### config.mk
export PLATFORM = sky130hd
export DESIGN_NAME = bcd_display_sequencer
export DESIGN_NICKNAME = d
export VERILOG_FILES = /design/src/rtl/bcd_display_sequencer.sv
export SDC_FILE = /design/constraint.sdc
export NUM_CORES = 1
export LEC_CHECK = 0
export BUFFER_PORTS_ARGS = -buffer_cell sky130_fd_sc_hd__clkbuf_2
export CAP_MARGIN = 10
export CORE_MARGIN = 4
export CORE_UTILIZATION = 30
export CTS_BUF_LIST = sky130_fd_sc_hd__clkbuf_16
export CTS_CLUSTER_SIZE = 12
export DETAILED_ROUTE_END_ITERATION = 6
export SYNTH_ARGS = -nofsm -noshare
export SYNTH_HDL_FRONTEND = slang
export SYNTH_SLANG_ARGS = --single-unit
### constraint.sdc
create_clock -name clk -period 4 [get_ports clk]
set_clock_uncertainty 0.15 [all_clocks]
set_input_delay 0 -clock clk [delete_from_list [all_inputs] [get_ports clk]]
set_output_delay 0 -clock clk [all_outputs]
set_load 0.01 [all_outputs]
### src/rtl/bcd_display_sequencer.sv
`default_nettype none
// +----------------------------------------------------------------------------+
// | Module      : bcd_display_sequencer                                        |
// | Description : Double-dabble binary-to-BCD converter feeding a scrollable   |
// |               three-digit window over a five-digit signed result.          |
// | Revision    : 1.0 - initial release                                        |
// +----------------------------------------------------------------------------+
module bcd_display_sequencer #(
    parameter int PRODUCT_W    = 14,
    parameter int SHIFT_CYCLES = 14
) (
    input  logic                 clk,
    input  logic                 rst,
    input  logic                 start,
    input  logic [PRODUCT_W-1:0] product,
    input  logic                 negIn,
    input  logic                 scrollLeft,
    input  logic                 scrollRight,
    output logic [3:0]           segBCD3,
    output logic [3:0]           segBCD2,
    output logic [3:0]           segBCD1,
    output logic                 negativeProductFlag,
    output logic                 busy,
    output logic                 done
);

    localparam int         c_BCD_W = 20;
    localparam int         c_CNT_W = $clog2(SHIFT_CYCLES + 1);
    localparam logic [1:0] c_IDLE  = 2'd0;
    localparam logic [1:0] c_SHIFT = 2'd1;
    localparam logic [1:0] c_SHOW  = 2'd2;

    logic [1:0]           r_state_q,  r_state_d;
    logic [PRODUCT_W-1:0] r_bin_q,    r_bin_d;
    logic [c_BCD_W-1:0]   r_bcd_q,    r_bcd_d;
    logic [c_CNT_W-1:0]   r_cnt_q,    r_cnt_d;
    logic                 r_sign_q,   r_sign_d;
    logic [c_BCD_W-1:0]   r_result_q, r_result_d;
    logic [1:0]           r_pos_q,    r_pos_d;
    logic                 r_neg_q,    r_neg_d;
    logic                 r_busy_q,   r_busy_d;
    logic                 r_done_q,   r_done_d;

    logic [c_BCD_W-1:0]   w_bcd_adj;
    logic [11:0]          w_window;

    always_comb begin
        w_bcd_adj = r_bcd_q;
        for (int i = 0; i < 5; i++) begin
            if (r_bcd_q[4*i +: 4] >= 4'd5) begin
                w_bcd_adj[4*i +: 4] = r_bcd_q[4*i +: 4] + 4'd3;
            end
        end
    end

    always_comb begin
        r_state_d  = r_state_q;
        r_bin_d    = r_bin_q;
        r_bcd_d    = r_bcd_q;
        r_cnt_d    = r_cnt_q;
        r_sign_d   = r_sign_q;
        r_result_d = r_result_q;
        r_pos_d    = r_pos_q;
        r_neg_d    = r_neg_q;
        r_busy_d   = 1'b0;
        r_done_d   = 1'b0;
        case (r_state_q)
            c_IDLE, c_SHOW: begin
                if (start) begin
                    r_bin_d   = product;
                    r_bcd_d   = '0;
                    r_cnt_d   = '0;
                    r_sign_d  = negIn & (|product);
                    r_state_d = c_SHIFT;
                end else if (r_state_q == c_SHOW) begin
                    // Simultaneous left+right cancels out.
                    if (scrollLeft && !scrollRight && r_pos_q != 2'd2) begin
                        r_pos_d = r_pos_q + 2'd1;
                    end else if (scrollRight && !scrollLeft && r_pos_q != 2'd0) begin
                        r_pos_d = r_pos_q - 2'd1;
                    end
                end
            end
            c_SHIFT: begin
                if (r_cnt_q == c_CNT_W'(SHIFT_CYCLES)) begin
                    r_result_d = r_bcd_q;
                    r_pos_d    = 2'd0;
                    r_neg_d    = r_sign_q;
                    r_done_d   = 1'b1;
                    r_state_d  = c_SHOW;
                end else begin
                    {r_bcd_d, r_bin_d} = {w_bcd_adj, r_bin_q} << 1;
                    r_cnt_d            = r_cnt_q + c_CNT_W'(1);
                    r_busy_d           = 1'b1;
                end
            end
            default: r_state_d = c_IDLE;
        endcase
    end

    always_ff @(posedge clk) begin
        if (rst) begin
            r_state_q  <= c_IDLE;
            r_bin_q    <= '0;
            r_bcd_q    <= '0;
            r_cnt_q    <= '0;
            r_sign_q   <= 1'b0;
            r_result_q <= '0;
            r_pos_q    <= 2'd0;
            r_neg_q    <= 1'b0;
            r_busy_q   <= 1'b0;
            r_done_q   <= 1'b0;
        end else begin
            r_state_q  <= r_state_d;
            r_bin_q    <= r_bin_d;
            r_bcd_q    <= r_bcd_d;
            r_cnt_q    <= r_cnt_d;
            r_sign_q   <= r_sign_d;
            r_result_q <= r_result_d;
            r_pos_q    <= r_pos_d;
            r_neg_q    <= r_neg_d;
            r_busy_q   <= r_busy_d;
            r_done_q   <= r_done_d;
        end
    end

    always_comb begin
        case (r_pos_q)
            2'd1:    w_window = r_result_q[15:4];
            2'd2:    w_window = r_result_q[19:8];
            default: w_window = r_result_q[11:0];
        endcase
    end

    assign segBCD3             = w_window[11:8];
    assign segBCD2             = w_window[7:4];
    assign segBCD1             = w_window[3:0];
    assign negativeProductFlag = r_neg_q;
    assign busy                = r_busy_q;
    assign done                = r_done_q;

endmodule
`default_nettype wire

==> results of run 1 <==
[worst max-delay path, cell delays in order, from the launching register on]
cell      delay [ns]
dfxtp_1         0.31
nand2b_1        0.47
o21ai_4         0.77
nor2_2          0.30
a22o_1          0.31
[flip-flops by register name (all words and copies together), names as in the netlist]
signal,count
r_cnt_q,4
r_state_q,2
r_bin_q,14
r_result_q,20
done,1
busy,1
negativeProductFlag,1
r_pos_q,2
r_bcd_q,20
r_sign_q,1
[power by group through the flow]
stage | Combinational, mW | Sequential (mW) | Clock, mW
6_report | 0.121 | 0.688 | 0.712
2_1_floorplan | 0.0829 | 0.699 | 0
4_1_cts | 0.120 | 0.688 | 0.725
3_5_place_dp | 0.105 | 0.702 | 0
5_1_grt | 0.134 | 0.690 | 0.753
3_3_place_gp | 0.102 | 0.701 | 0
[synthesized netlist by cell type, drive strengths merged (2+ instances only)]
cell type | n | share of area, %
mux2i | 5 | 1.5
buf | 12 | 2.4
ha | 15 | 5.8
nor4 | 3 | 0.58
clkbuf | 13 | 1.5
nor3b | 4 | 0.93
a21oi | 48 | 7.4
a31oi | 5 | 0.96
a22o | 13 | 3.5
a21boi | 2 | 0.46
nand3 | 13 | 2.0
xnor2 | 6 | 1.6
nor2 | 38 | 4.6
o21ai | 10 | 1.9
nand2b | 10 | 1.9
and2 | 2 | 0.39
a311oi | 13 | 4.9
dfxtp | 66 | 41
a22oi | 12 | 2.8
or3 | 3 | 0.58
inv | 15 | 1.7
nand2 | 82 | 9.5
[layout make-up]
type | instances | area share, %
Clock inverter | 7 | 1.17
Inverter | 15 | 1.43
Timing Repair Buffer | 56 | 9.78
Clock buffer | 9 | 5.71
Multi-Input combinational cell | 294 | 44.1
Tap cell | 136 | 4.32
Sequential cell | 66 | 33.5
[cell usage in the layout (no fill, tap or decap), types with 4 or more instances in the layout]
cell	n
nor2_1	36
inv_1	15
a22oi_1	12
a311oi_1	6
dfxtp_1	66
a21oi_1	48
clkbuf_16	9
nand3_1	13
clkbuf_2	34
o21ai_0	9
a22o_1	13
a311oi_2	7
nand2b_1	10
dlygate4sd3_1	20
a31oi_1	5
nand2_1	82
ha_1	15
xnor2_1	6
nor3b_1	4
mux2i_1	5
[routing by layer]
metal  part of all wire (%)  track usage (%)  vias up
met1                     50             16.3     1330
met5                      0                0        -
met2                     45             20.5       50
met3                    4.4             4.29       10
met4                   0.63             2.64        0
li1                       -                -     1467
[how the worst min path moves through the flow]
| stage | start | to | cells after the start |
|---|---|---|---|
| after floorplan | product[0] | r_bin_q[0]$_SDFFE_PP0P_ | 2 |
| after global placement | product[0] | r_bin_q[0]$_SDFFE_PP0P_ | 3 |
| after detailed placement | negIn | r_sign_q$_SDFFE_PP0P_ | 3 |
| after CTS | rst | r_bin_q[13]$_SDFFE_PP0P_ | 2 |
| after global routing | rst | r_bin_q[13]$_SDFFE_PP0P_ | 2 |
| final | rst | r_bin_q[12]$_SDFFE_PP0P_ | 2 |
[what timing repair did]
item / in CTS / in global routing
endpoints found under the hold margin: 17 / 0
hold buffers: 20 / 0
buffers inserted: 0 / 0
[logic make-up (layout without fill, tap and decap cells)]
logic type,after synthesis,after routing,synth area share (%)
fa+ha+maj,15,15,5.79
mux,5,5,1.54
xor+xnor,7,7,1.89
flops,66,66,40.8
simple gates,163,163,22.2
buf+inv,40,87,5.67
compound gates,104,104,22.1
==> run summary, run 1 <==
status = completed
Max Slew Vio Count = 0
CTS Buffer Depth = 2
Routed WL = 7.64 mm
Crit Path Category = flip-flop to flip-flop
final RePlAce weighted congestion = 0.776
syn_nets = 435
crit path DAT = 2.51 ns
vias in the first global route = 2,862
Tcrit/Tclk final = 61.1%
Leakage Power = 1.47 nW
die width = 112 um
Least-Margin Pin Slew = 0.990 ns
Pwr Total = 1.52 mW
Rows = 37
die area = 0.0125 mm^2
Starting Density = 31.1%
Int Power = 1.14 mW
Top FF cell, synth = dfxtp_1
syn avg cell area = 8.10 um^2
Seq/Total Area, Yosys = 40.8%
later-pin clock latency in the skew report = 0.33 ns
ys async rst share = 0%
routed vias/inst = 4.90
Setup crit start kind = flip-flop
fin util = 37.8%
drt pass-1 iters = 4
TNS Setup = 0 ns
CP max FO = 27
reg-to-reg critical path endpoint = r_bcd_q[10]$_SDFFE_PP0P_
cell count after placement = 547
fin crit period = 2.44 ns
Critical Path RT = 4.07 ns
flops & latches, synth = 66
Setup-failing EPs final = 0
Placed Area = 0.00347 mm^2
R2R setup slack = 1.56 ns
Ant. Diodes = 0
drt initial violations = 166
area of the multi-input gates = 0.00174 mm^2
core box area = 0.0104 mm^2
clk sinks = 66
RSZ-0062 raised after global routing = false
H-tree depth = 3
post-CTS resize count = 0
Switching Share = 25.0%
CTS root buffer = clkbuf_16
Post-Layout Cell Count = 583
Die Height = 112 um
dpl ws = 1.59 ns
Max rail drop VDD = 0.203 mV
reg-to-reg startpoint = r_state_q[1]$_SDFFE_PP0P_
Final Net Count = 477
Max Fclk = 409 MHz
Clock Power Share = 46.8%
reg2reg path depth = 4
sequential power share = 45.2%
IO buf count = 34
Fin Hold WS = 0.0238 ns
Switch Pwr = 0.380 mW
PD cells = 386 mW/mm^2
share of layout cells above drive strength 1 = 13.9%
final worst slack = 1.56 ns
Rel. slew slack = 34.0%
post-synth cell types = 38
Critical Path End Type = flip-flop
Post-synth EDFFs = 0
drc violations = 0
final hold violation count = 0
fin area = 0.00394 mm^2
DRT antenna net count = 0
Layout fillers = 1,057
Reg clk slew, reported paths = 0.06 ns
max-cap violation count = 0
CTS tree = built
vias = 2,857
TritonCTS Buffers = 9
All-Layer GR Usage = 12.6%
largest net degree at the start of global routing = 36
initial antenna violation count = 0
# IOs = 35
Yosys Warn Count = 0
beginning of the critical path = r_state_q[1]$_SDFFE_PP0P_
Sequential Area = 0.00132 mm^2
worst setup path endpoint = r_bcd_q[10]$_SDFFE_PP0P_
wire per inst = 13.1 um
Mapped Area = 0.00324 mm^2
worst hold path class = input port to flip-flop
total congestion overflow = 0
post-detail-place hpwl = 5.17 mm
Layout area overhead = 21.6%
Mapped Cells = 400
global-route wire length before repair = 13.3 mm
Comb pwr share = 7.9%
No activity file was read; power rests on OpenSTA's default activity.
==> run 2: changes to the inputs <==
clock period = 2.06 ns   (was 4 ns; I/O delays follow)
==> run summary, run 2 (synthesized netlist as in run 1, its figures left out) <==
status = completed
Die Height = 112 um
fin crit period = 1.90 ns
routed vias/inst = 4.86
All-Layer GR Usage = 12.5%
clk sinks = 66
crit path DAT = 1.75 ns
initial antenna violation count = 0
PD cells = 764 mW/mm^2
CTS Buffer Depth = 2
GR Layer Usage met3 = 3.32%
leading registers by flop count = r_bcd_q x20, r_result_q x20, r_bin_q x14
max-cap violation count = 0
met2 Usage GRT = 19.5%
vias = 2,893
DRT antenna net count = 0
Max Fclk = 526 MHz
Ant. Diodes = 0
largest net degree at the start of global routing = 27
Critical Path RT = 1.91 ns
CTS root buffer = clkbuf_16
Layout fillers = 1,081
cell count after placement = 559
Post-CTS Setup Bufs = 0
Crit Path Category = flip-flop to output port
drt pass-1 iters = 6
final hold violation count = 0
drt initial violations = 165
H-tree depth = 3
global-route wire length before repair = 13.2 mm
# IOs = 35
IO buf count = 34
met1 Resource Use GR = 17.0%
TNS Setup = 0 ns
Max Slew Vio Count = 0
post-detail-place hpwl = 5.25 mm
die area = 0.0125 mm^2
die width = 112 um
Max rail drop VDD = 0.429 mV
Post-Layout Cell Count = 595
share of layout cells above drive strength 1 = 16.1%
later-pin clock latency in the skew report = 0.32 ns
TritonCTS Buffers = 9
Layout area overhead = 25.5%
CTS tree = built
Leakage Power = 1.56 nW
core box area = 0.0104 mm^2
gr busiest metal = met2
RSZ-0062 raised after global routing = false
drc violations = 0
Routed WL = 7.55 mm
CP max FO = 20
commonest non-fill, non-tap cells in the layout = nand2_1, dfxtp_1, a21oi_1
Rel. slew slack = 72.2%
R2R setup slack = 0.17 ns
Setup crit start kind = flip-flop
final RePlAce weighted congestion = 0.770
vias in the first global route = 2,770
Setup-failing EPs final = 0
Rows = 37
Starting Density = 31.1%
Final Net Count = 489
total congestion overflow = 0
worst hold path class = input port to flip-flop
Tcrit/Tclk final = 92.3%
wire per inst = 12.7 um
most common cell after layout, fill and taps aside = nand2_1
Reg clk slew, reported paths = 0.06 ns
Least-Margin Pin Slew = 0.417 ns
Critical Path End Type = output port
run 2: cell types whose count changed in the layout (fill, tap and decap cells not counted):
cell	change
inv_6	+1
clkinv_4	+3
buf_4	+11
buf_6	+1
clkinv_2	-2
clkinvlp_4	-3
bufinv_16	+1
run 2: per-stage QoR:
step	setup slack (ns)	util [%]	hold slack [ns]	area, um^2	total power, mW
6_report	0.158	39.1	0.0565	4070	3.11
5_1_grt	0.00658	39.1	0.0927	4070	3.24
4_1_cts	0.0904	39.0	0.0587	4060	3.15
3_5_place_dp	0.140	34.2	0.105	3560	1.59
3_3_place_gp	0.218	34.2	0.112	3560	1.58
2_1_floorplan	0.242	-	-0.0140	3240	1.52
run 2: worst paths after layout:
kind / start / endpoint / depth (start not counted)
worst max-delay path: r_pos_q[0]$_SDFFE_PP0P_ / segBCD3[3] / 6
worst min-delay path: scrollLeft / r_pos_q[1]$_SDFFE_PP0P_ / 5
worst max register to register: r_cnt_q[0]$_SDFFE_PP0P_ / r_bin_q[1]$_SDFFE_PP0P_ / 7
worst min register to register: r_result_q[19]$_SDFFE_PP0P_ / r_result_q[19]$_SDFFE_PP0P_ / 2
run 2: per-layer routing:
layer / vias up / wire [um] / part of all wire (%)
met5: - / 0 / 0
met4: 0 / 101 / 1.3
met3: 9 / 345 / 4.6
met2: 62 / 3260 / 43
met1: 1324 / 3840 / 51
li1: 1498 / - / -
run 2: where the power goes:
| group | leakage, nW | total [mW] | switching (mW) | internal, mW |
|---|---|---|---|---|
| sequential | 0.536 | 1.34 | 0.0229 | 1.31 |
| combinational | 0.873 | 0.253 | 0.143 | 0.110 |
| clock | 0.150 | 1.52 | 0.572 | 0.946 |
| total | 1.56 | 3.11 | 0.738 | 2.37 |
run 2: final cells by class:
class	instances	area, um^2	share of cell area, %
clock buffer	9	225	5.54
clock inverter	7	78.8	1.94
inverter	15	56.3	1.38
multi-input combinational	294	1740	42.7
sequential	66	1320	32.5
tap	136	170	4.18
timing repair buffer	68	479	11.8
run 2: what timing repair did:
action	in CTS	in global routing
resized for setup	0	1
hold endpoints to repair	18	0
hold buffers	20	0
endpoints found under the setup margin	0	4
run 2: worst max-delay path, stage by stage (launching register included):
cell      delay [ns]
dfxtp_1         0.35
inv_1           0.08
ha_1            0.39
buf_4           0.26
nor2_1          0.06
a21oi_1         0.13
clkbuf_2        0.16
==> run 3: changes to the inputs <==
PLACE_DENSITY_LB_ADDON = 0.25   (was unset)
==> run summary, run 3 (synthesized netlist as in run 1, its figures left out) <==
fin crit period = 1.86 ns
Die Height = 112 um
Reg clk slew, reported paths = 0.05 ns
CTS root buffer = clkbuf_16
Setup-failing EPs final = 0
All-Layer GR Usage = 12.7%
wire per inst = 13.1 um
drc violations = 0
later-pin clock latency in the skew report = 0.32 ns
H-tree depth = 3
Placed Area = 0.00356 mm^2
leading registers by flop count = r_bcd_q x20, r_result_q x20, r_bin_q x14
Critical Path End Type = flip-flop
Layout area overhead = 25.4%
largest net degree at the start of global routing = 34
Least-Margin Pin Slew = 0.525 ns
IO buf count = 34
post-detail-place hpwl = 5.35 mm
routed vias/inst = 4.87
TNS Setup = 0 ns
fin util = 39.0%
Leakage Power = 1.55 nW
status = completed
max-cap violation count = 0
final RePlAce weighted congestion = 0.780
cell count after placement = 559
worst hold path class = input port to flip-flop
die width = 112 um
Rel. slew slack = 65.0%
Starting Density = 31.1%
final hold violation count = 0
Tcrit/Tclk final = 90.2%
core box area = 0.0104 mm^2
CP max FO = 26
most common cell after layout, fill and taps aside = nand2_1
Rows = 37
CTS tree = built
vias = 2,891
Ant. Diodes = 0
vias in the first global route = 2,825
initial antenna violation count = 0
share of layout cells above drive strength 1 = 15.7%
RSZ-0062 raised after global routing = false
total congestion overflow = 0
commonest non-fill, non-tap cells in the layout = nand2_1, dfxtp_1, a21oi_1
DRT antenna net count = 0
Max Slew Vio Count = 0
TritonCTS Buffers = 9
die area = 0.0125 mm^2
Crit Path Category = flip-flop to flip-flop
PD cells = 781 mW/mm^2
fin area = 0.00406 mm^2
drt initial violations = 170
Setup crit start kind = flip-flop
Fin Hold WS = 0.0458 ns
Max rail drop VDD = 0.350 mV
global-route wire length before repair = 13.2 mm
# IOs = 35
CTS Buffer Depth = 2
Post-CTS Setup Bufs = 0
Post-Layout Cell Count = 594
Final Net Count = 488
clk sinks = 66
Max Fclk = 538 MHz
crit path DAT = 1.94 ns
drt pass-1 iters = 4
Routed WL = 7.76 mm
Critical Path RT = 2.14 ns
-- run 3: cell types whose count changed in the layout (fill, tap and decap cells not counted), sizes merged --
| cell | previous run | this run |
|---|---|---|
| clkinvlp | 0 | 1 |
| dlygate4sd3 | 20 | 19 |
| clkinv | 5 | 3 |
| bufinv | 1 | 2 |
-- run 3: per-layer routing --
metal / global-route usage [%] / share of wire (%) / vias to the layer above
li1: - / - / 1498
met1: 15.9 / 49 / 1324
met3: 4.02 / 4.4 / 9
met4: 3.77 / 1.2 / 0
met5: 0 / 0 / -
met2: 21.1 / 46 / 60
-- run 3: final timing paths --
| kind | from | to | slack, ns | depth (start not counted) |
|---|---|---|---|---|
| setup / recovery | r_cnt_q[0]$_SDFFE_PP0P_ | r_bin_q[1]$_SDFFE_PP0P_ | 0.20 | 7 |
| hold / removal | rst | r_state_q[0]$_SDFFE_PP0P_ | 0.05 | 2 |
| setup reg to reg | r_cnt_q[0]$_SDFFE_PP0P_ | r_bin_q[1]$_SDFFE_PP0P_ | 0.20 | 7 |
| hold reg to reg | r_sign_q$_SDFFE_PP0P_ | r_sign_q$_SDFFE_PP0P_ | 0.29 | 2 |
-- run 3: worst max-delay path, stage by stage (launching register included) --
cell      delay (ns)
dfxtp_1         0.39
inv_1           0.06
ha_1            0.20
and3_1          0.24
o21ai_4         0.17
buf_6           0.24
nor2_1          0.07
a311oi_1        0.24
-- run 3: stage by stage --
step / power [mW] / setup slack, ns
final: 3.18 / 0.201
after global routing: 3.31 / 0.0604
after CTS: 3.21 / 0.122
after detailed placement: 1.59 / 0.150
after global placement: 1.59 / 0.207
after floorplan: 1.52 / 0.242
-- run 3: area by class of cell --
class | count | area (um^2)
timing repair buffer | 67 | 469
tap | 136 | 170
clock buffer | 9 | 225
clock inverter | 7 | 85.1
sequential | 66 | 1320
fill | 1059 | 6350
multi-input combinational | 294 | 1740
inverter | 15 | 56.3
-- run 3: where the power goes --
group | internal, mW | leakage [nW] | switching [mW]
clock | 1.04 | 0.154 | 0.537
sequential | 1.31 | 0.536 | 0.0217
combinational | 0.112 | 0.864 | 0.146
-- run 3: what timing repair did --
action | CTS | global route
resized for setup | 0 | 1
endpoints found under the hold margin | 17 | 0
hold buffers | 19 | 0
setup endpoints to repair | 0 | 3
